**config.mk**
```make
export PLATFORM = sky130hd
export DESIGN_NAME = mul_issue_ctrl
export DESIGN_NICKNAME = d
export VERILOG_FILES = /design/src/rtl/mul_issue_ctrl_pkg.sv /design/src/rtl/mul_issue_ctrl_multiplier.sv /design/src/rtl/mul_issue_ctrl.sv
export SDC_FILE = /design/constraint.sdc
export NUM_CORES = 2
export LEC_CHECK = 0
export ABC_AREA = 1
export BUFFER_PORTS_ARGS = -buffer_cell sky130_fd_sc_hd__buf_4
export CORE_MARGIN = 3
export CORE_UTILIZATION = 35
export CTS_CLUSTER_DIAMETER = 80
export DETAILED_ROUTE_END_ITERATION = 7
export PLACE_DENSITY_LB_ADDON = 0.25
export SKIP_LAST_GASP = 1
export SYNTH_ARGS = -nofsm -noshare
export SYNTH_HDL_FRONTEND = slang
export SYNTH_HIERARCHICAL = 1
export SYNTH_SLANG_ARGS = --single-unit
```
**constraint.sdc**
```tcl
create_clock -name mul_clk -period 8.5 [get_ports mul_clk]
set_input_delay 0 -clock mul_clk [delete_from_list [all_inputs] [get_ports mul_clk]]
set_output_delay 0 -clock mul_clk [all_outputs]
set_load 0.1 [all_outputs]
```
**src/rtl/mul_issue_ctrl_pkg.sv**
```systemverilog
// Shared multiply-op encoding and result-half selection for the MUL issue path.
// Latency: n/a (types, constants and a pure function only).
// Backpressure: n/a.
//
// Contents:
//   MUL_OP_W    width of the multiply opcode field
//   mul_op_e    opcode encoding, also used by the instruction decoder
//   sel_half()  picks the 32-bit half of a 64-bit product that an opcode returns
package mul_issue_ctrl_pkg;

  localparam int MUL_OP_W = 2;

  typedef enum logic [MUL_OP_W-1:0] {
    OP_MUL_W   = 2'b00,  // low 32 bits of the product
    OP_MULH_W  = 2'b01,  // high 32 bits, signed x signed
    OP_MULH_WU = 2'b10,  // high 32 bits, unsigned x unsigned
    OP_RSVD    = 2'b11   // reserved: retires normally with a zero result
  } mul_op_e;

  // Returns the half of the product an opcode delivers. The low half of a
  // product is the same for signed and unsigned operands, so MUL_W does not
  // care which multiplier mode produced it.
  function automatic logic [31:0] sel_half(input logic [MUL_OP_W-1:0] op,
                                           input logic [63:0]         prod);
    logic [31:0] res;
    res = 32'h0;
    case (op)
      OP_MUL_W:              res = prod[31:0];
      OP_MULH_W, OP_MULH_WU: res = prod[63:32];
      default:               res = 32'h0;
    endcase
    return res;
  endfunction

endpackage

```
**src/rtl/mul_issue_ctrl_multiplier.sv**
```systemverilog
// Combinational 32x32 -> 64 multiplier, radix-4 Booth recoded, signed or unsigned.
// Latency: 0 cycles (pure combinational); the clock/reset only qualify an X-check.
// Backpressure: none; output follows the inputs.
//
// Ports:
//   mul_clk     clock of the surrounding pipeline (qualifies the X-check only)
//   reset       async active-high reset of the surrounding pipeline
//   i_x         multiplicand
//   i_y         multiplier
//   i_signed    1: operands are two's complement, 0: operands are unsigned
//   o_prod      full 64-bit product
module multiplier (
  input  logic        mul_clk,
  input  logic        reset,
  input  logic [31:0] i_x,
  input  logic [31:0] i_y,
  input  logic        i_signed,
  output logic [63:0] o_prod
);

  // Operands widened so that an unsigned 32-bit value becomes a positive
  // signed value; the Booth recode then treats every case as signed.
  logic [63:0] w_x64;
  logic [33:0] w_y34;
  logic [34:0] w_yb;    // multiplier with the implicit y[-1] = 0 appended
  logic [63:0] w_x2;
  logic [2:0]  w_grp;
  logic [63:0] w_pp;
  logic [63:0] w_acc;

  assign w_x64 = i_signed ? {{32{i_x[31]}}, i_x} : {32'h0, i_x};
  assign w_y34 = i_signed ? {{2{i_y[31]}}, i_y}  : {2'b00, i_y};
  assign w_yb  = {w_y34, 1'b0};
  assign w_x2  = w_x64 << 1;

  // 17 Booth digits cover all 34 bits of the widened multiplier. Each digit
  // is in {-2,-1,0,+1,+2}; partial products are summed modulo 2^64, which is
  // exact for the two's-complement 64-bit result.
  always_comb begin
    w_acc = 64'h0;
    w_grp = 3'b000;
    w_pp  = 64'h0;
    for (int i = 0; i < 17; i++) begin
      w_grp = w_yb[2*i +: 3];
      case (w_grp)
        3'b001, 3'b010: w_pp = w_x64;
        3'b011:         w_pp = w_x2;
        3'b100:         w_pp = 64'h0 - w_x2;
        3'b101, 3'b110: w_pp = 64'h0 - w_x64;
        default:        w_pp = 64'h0;
      endcase
      w_acc = w_acc + (w_pp << (2*i));
    end
  end

  assign o_prod = w_acc;

  // Catch undriven operands reaching the product while the pipeline runs.
  a_prod_known: assert property (@(posedge mul_clk) disable iff (reset)
                                 !$isunknown(o_prod));

endmodule

```
**src/rtl/mul_issue_ctrl.sv**
```systemverilog
// Two-stage MUL/MULH issue pipeline around the combinational multiplier, EXE->MEM path.
// Latency: request accepted at one edge is presented on out_* after the following edge; 1 op/cycle.
// Backpressure: valid/ready; a stalled S2 blocks S1, a full S1 drops in_ready; flush kills both stages.
//
// Ports:
//   mul_clk, reset        clock (rising edge) and async active-high reset
//   flush                 discard every in-flight op at the next edge; blocks acceptance
//   in_valid/in_ready     request handshake
//   in_op, in_x, in_y     opcode (mul_op_e) and operands
//   in_tag                destination tag carried with the op
//   out_valid/out_ready   result handshake
//   out_result, out_tag   selected product half and its tag
//   busy                  some stage holds a valid op
module mul_issue_ctrl
  import mul_issue_ctrl_pkg::*;
#(
  parameter int TAG_W = 5
) (
  input  logic                mul_clk,
  input  logic                reset,
  input  logic                flush,
  input  logic                in_valid,
  output logic                in_ready,
  input  logic [MUL_OP_W-1:0] in_op,
  input  logic [31:0]         in_x,
  input  logic [31:0]         in_y,
  input  logic [TAG_W-1:0]    in_tag,
  output logic                out_valid,
  input  logic                out_ready,
  output logic [31:0]         out_result,
  output logic [TAG_W-1:0]    out_tag,
  output logic                busy
);

  // S1: operands waiting in front of the multiplier
  logic                r_v1;
  logic [MUL_OP_W-1:0] r_op1;
  logic [31:0]         r_x1;
  logic [31:0]         r_y1;
  logic [TAG_W-1:0]    r_tag1;

  // S2: registered product waiting for the consumer
  logic                r_v2;
  logic [MUL_OP_W-1:0] r_op2;
  logic [63:0]         r_prod2;
  logic [TAG_W-1:0]    r_tag2;

  logic                w_adv1;
  logic                w_adv2;
  logic                w_accept;
  logic                w_mul_signed;
  logic [63:0]         w_prod;

  // A stage may load when it is empty or its content moves on this edge.
  assign w_adv2   = ~r_v2 | out_ready;
  assign w_adv1   = ~r_v1 | w_adv2;
  assign in_ready = ~flush & w_adv1;
  assign w_accept = in_valid & in_ready;

  // Only MULH_WU needs unsigned operands; MUL_W's low half is mode-agnostic.
  assign w_mul_signed = (r_op1 != OP_MULH_WU);

  multiplier u_multiplier (
    .mul_clk  (mul_clk),
    .reset    (reset),
    .i_x      (r_x1),
    .i_y      (r_y1),
    .i_signed (w_mul_signed),
    .o_prod   (w_prod)
  );

  // Valid bits: flush wins over any advance. A result taken in the flush
  // cycle has already handshaked, so clearing v2 loses nothing.
  always_ff @(posedge mul_clk or posedge reset) begin
    if (reset) begin
      r_v1 <= 1'b0;
      r_v2 <= 1'b0;
    end else if (flush) begin
      r_v1 <= 1'b0;
      r_v2 <= 1'b0;
    end else begin
      if (w_adv2) r_v2 <= r_v1;
      if (w_adv1) r_v1 <= w_accept;
    end
  end

  // S1 payload loads only on an accepted request so that the multiplier
  // inputs stay quiet between ops.
  always_ff @(posedge mul_clk or posedge reset) begin
    if (reset) begin
      r_op1  <= '0;
      r_x1   <= 32'h0;
      r_y1   <= 32'h0;
      r_tag1 <= '0;
    end else if (w_accept) begin
      r_op1  <= in_op;
      r_x1   <= in_x;
      r_y1   <= in_y;
      r_tag1 <= in_tag;
    end
  end

  // S2 payload loads only when a valid op moves down; otherwise it keeps the
  // last result, which also holds out_result/out_tag steady during a stall.
  always_ff @(posedge mul_clk or posedge reset) begin
    if (reset) begin
      r_op2   <= '0;
      r_prod2 <= 64'h0;
      r_tag2  <= '0;
    end else if (w_adv2 && r_v1) begin
      r_op2   <= r_op1;
      r_prod2 <= w_prod;
      r_tag2  <= r_tag1;
    end
  end

  assign out_valid  = r_v2;
  assign out_result = sel_half(r_op2, r_prod2);
  assign out_tag    = r_tag2;
  assign busy       = r_v1 | r_v2;

endmodule
```
==> results_dict.tcl <==
set metrics [dict create \
    fin_area_sq_um 45800 \
    crit_start "r_x1[12]" \
    synthTopCellsByArea "fa_1 (33%), inv_1 (9.7%), dfrtp_1 (9.0%)" \
    cts.sinks 144 \
    pre_cts_ws_ps -82.3 \
    cts_buffers 17 \
    multi_input_area_sq_um 30900 \
    cap_violations 0 \
    track_usage_pct 37.2 \
    slew_headroom_pct 7.81 \
    clk_latency_ps 490 \
    vias 43400 \
    crit_fanout 16 \
    hold_path.class "primary input to register" \
    ant_nets 0 \
    synth_cell_types 57 \
    fmax_ghz 0.121 \
    ys_seq_elements 144 \
    seq_area_sq_um 3610 \
    drc 0 \
    grt_pass1_vias 43300 \
    clk_pin_slew_ps 80 \
    die_h_um 345 \
    grt-ovfl-total 0 \
    finalCritPeriodShare_pct 97.5 \
    synth_top_flop_cell "dfrtp_1" \
    dieArea_sq_um 119000 \
    dp_cells 6742 \
    start_kind "register" \
    row_count 123 \
    viasPerCell 6.32 \
    rsz0062_at_grt "true" \
    gp_congestion 1.07 \
    ioPinCount 116 \
    start_util_pct 35.5 \
    postSynthCellCount 5175 \
    clk_path_buf_depth 2 \
    period_needed_ps 8280 \
    cp.arrival_ps 8700 \
    cts_tree "yes" \
    drv_slew 0 \
    antenna_found_initial 9 \
    cts_root_buf "clkbuf_16" \
    min_from "in_valid" \
    synth_area_leader_cell "fa_1" \
    die_w_um 345 \
    portBuffers 115 \
    grt_first_pass_wirelength_um 318000 \
    timing.final.hold_violations 0 \
    wl_per_cell_um 32.7 \
    first_iter_violations 6623 \
    dp_hpwl_um 171000 \
    final_common_cell "inv_1" \
    yosysSeqAreaShare_pct 8.96 \
    r2r_setup_slack_ps 220 \
    wirelength_um 225000 \
    stdcell_count 6863 \
    slowest_stage "dfrtp_1" \
    yosys_warnings 6 \
    hold-worst-slack_ps 108 \
    worst_pin_slew_ps 1380 \
    fillers 12000 \
    max_stage_delay_ps 550 \
    htreeDepth 4 \
    synth_area_sq_um 40200 \
    cp-end-kind "register" \
    synth.top_cell.area_share_pct 33.2 \
    skew_ps 21.2 \
    place_area_sq_um 44100 \
    r2r-start "r_x1[12]" \
    crit_top_cell "nand2_1" \
    core_area_sq_um 113000 \
    firstDrtPassIters 8 \
    synth_edf_count 0 \
    final_cell_mix "inv_1 (1031), nand2_1 (671), fa_1 (666)" \
    fin_ws_ps 216 \
    async_flop_share_pct 100 \
    drive_gt1_share_pct 13.7 \
    crit_type "register to register" \
    setup_viol 0 \
    nets 6225 \
    syn2layout_area_growth_pct 14.0 \
    syn_nets 6052 \
    cp.required_ps 8920 \
    status "finished clean" \
    grt_start_max_net_pins 75 \
    avgSynthCellArea_sq_um 7.77 \
]
-- kinds of logic after synthesis --
group / share of synthesized area, %
adder cells (fa/ha/maj): 37.4
flip-flops: 8.96
AO/OA/AOI/OAI: 22.7
XOR/XNOR: 1.30
buffers and inverters: 14.9
AND/OR/NAND/NOR: 14.8
-- layer usage --
metal | routed length [um] | global-route usage (%) | up-vias
met5 | 224 | 1.23 | -
met4 | 16600 | 20.5 | 16
met3 | 34800 | 19.6 | 935
met2 | 87600 | 51.7 | 3327
met1 | 85400 | 46.0 | 21300
li1 | - | - | 17800
-- synth_stat cells (all sizes together) (2+ instances only) --
cell type / number
clkinv: 27
a21o: 11
nand2: 687
a31oi: 18
xnor2: 24
a221oi: 368
nand4: 95
inv: 1082
o21ai: 126
o31ai: 2
a221o: 22
o22ai: 470
o211ai: 5
nor3: 62
a21oi: 187
o21bai: 2
or2: 4
buf: 103
ha: 134
o221ai: 30
a22oi: 2
nor2: 271
nand3b: 8
clkbuf: 323
a211oi: 58
dfrtp: 144
xor2: 35
nand3: 180
fa: 667
o2111ai: 7
nor4: 5
o21a: 8
a21boi: 6
-- through the flow --
step | TNS, ps | utilization [%]
6_report | 0 | 40.5
5_1_grt | -41.6 | 40.5
2_1_floorplan | 0 | -
4_1_cts | 0 | 40.2
3_3_place_gp | -115 | 39.0
3_5_place_dp | -82.3 | 39.0
-- flip-flops by register name, summed over array words and instances, names as in the netlist --
signal	cells
r_prod2	64
r_x1	32
r_y1	32
out_tag	5
r_tag1	5
r_op1	2
r_op2	2
out_valid	1
r_v1	1
-- path summary, 6_finish.rpt --
kind                          endpoint  depth (start not counted)
max                        r_prod2[58]                         34
min                          r_tag1[0]                          3
max reg2reg                r_prod2[58]                         34
min reg2reg                   r_op1[0]                          2
max in group asynchronous         r_v1                          4
min in group asynchronous      r_x1[7]                          3
-- worst max-delay path: cells and delay by family (launching register included) --
kind                     cells  cell delay (ps)
XOR/XNOR                     1              150
flip-flops                   1              550
buffers and inverters        9             1560
AO/OA/AOI/OAI                4             1010
adder cells (fa/ha/maj)      7             3260
AND/OR/NAND/NOR             13             1660
-- area by class of cell --
cell class	instances	area share, %
multi-input cells	3496	67.4
diodes	2	0.0109
repair buffers	580	10.2
well taps	1500	4.09
clock buffers	19	0.966
inverters	1109	9.16
clock inverters	13	0.303
flip-flops and latches	144	7.87
-- repair_timing --
action                                 in CTS  in global routing
resized for setup                           4                 49
pin swaps                                   0                  2
setup buffers                               1                 12
hold buffers                               74                  0
endpoints found under the hold margin     147                  0
setup endpoints to repair                   1                 26
Power is not shown: default switching activity piles up to over one toggle a cycle in this logic, so the estimate is an artifact.
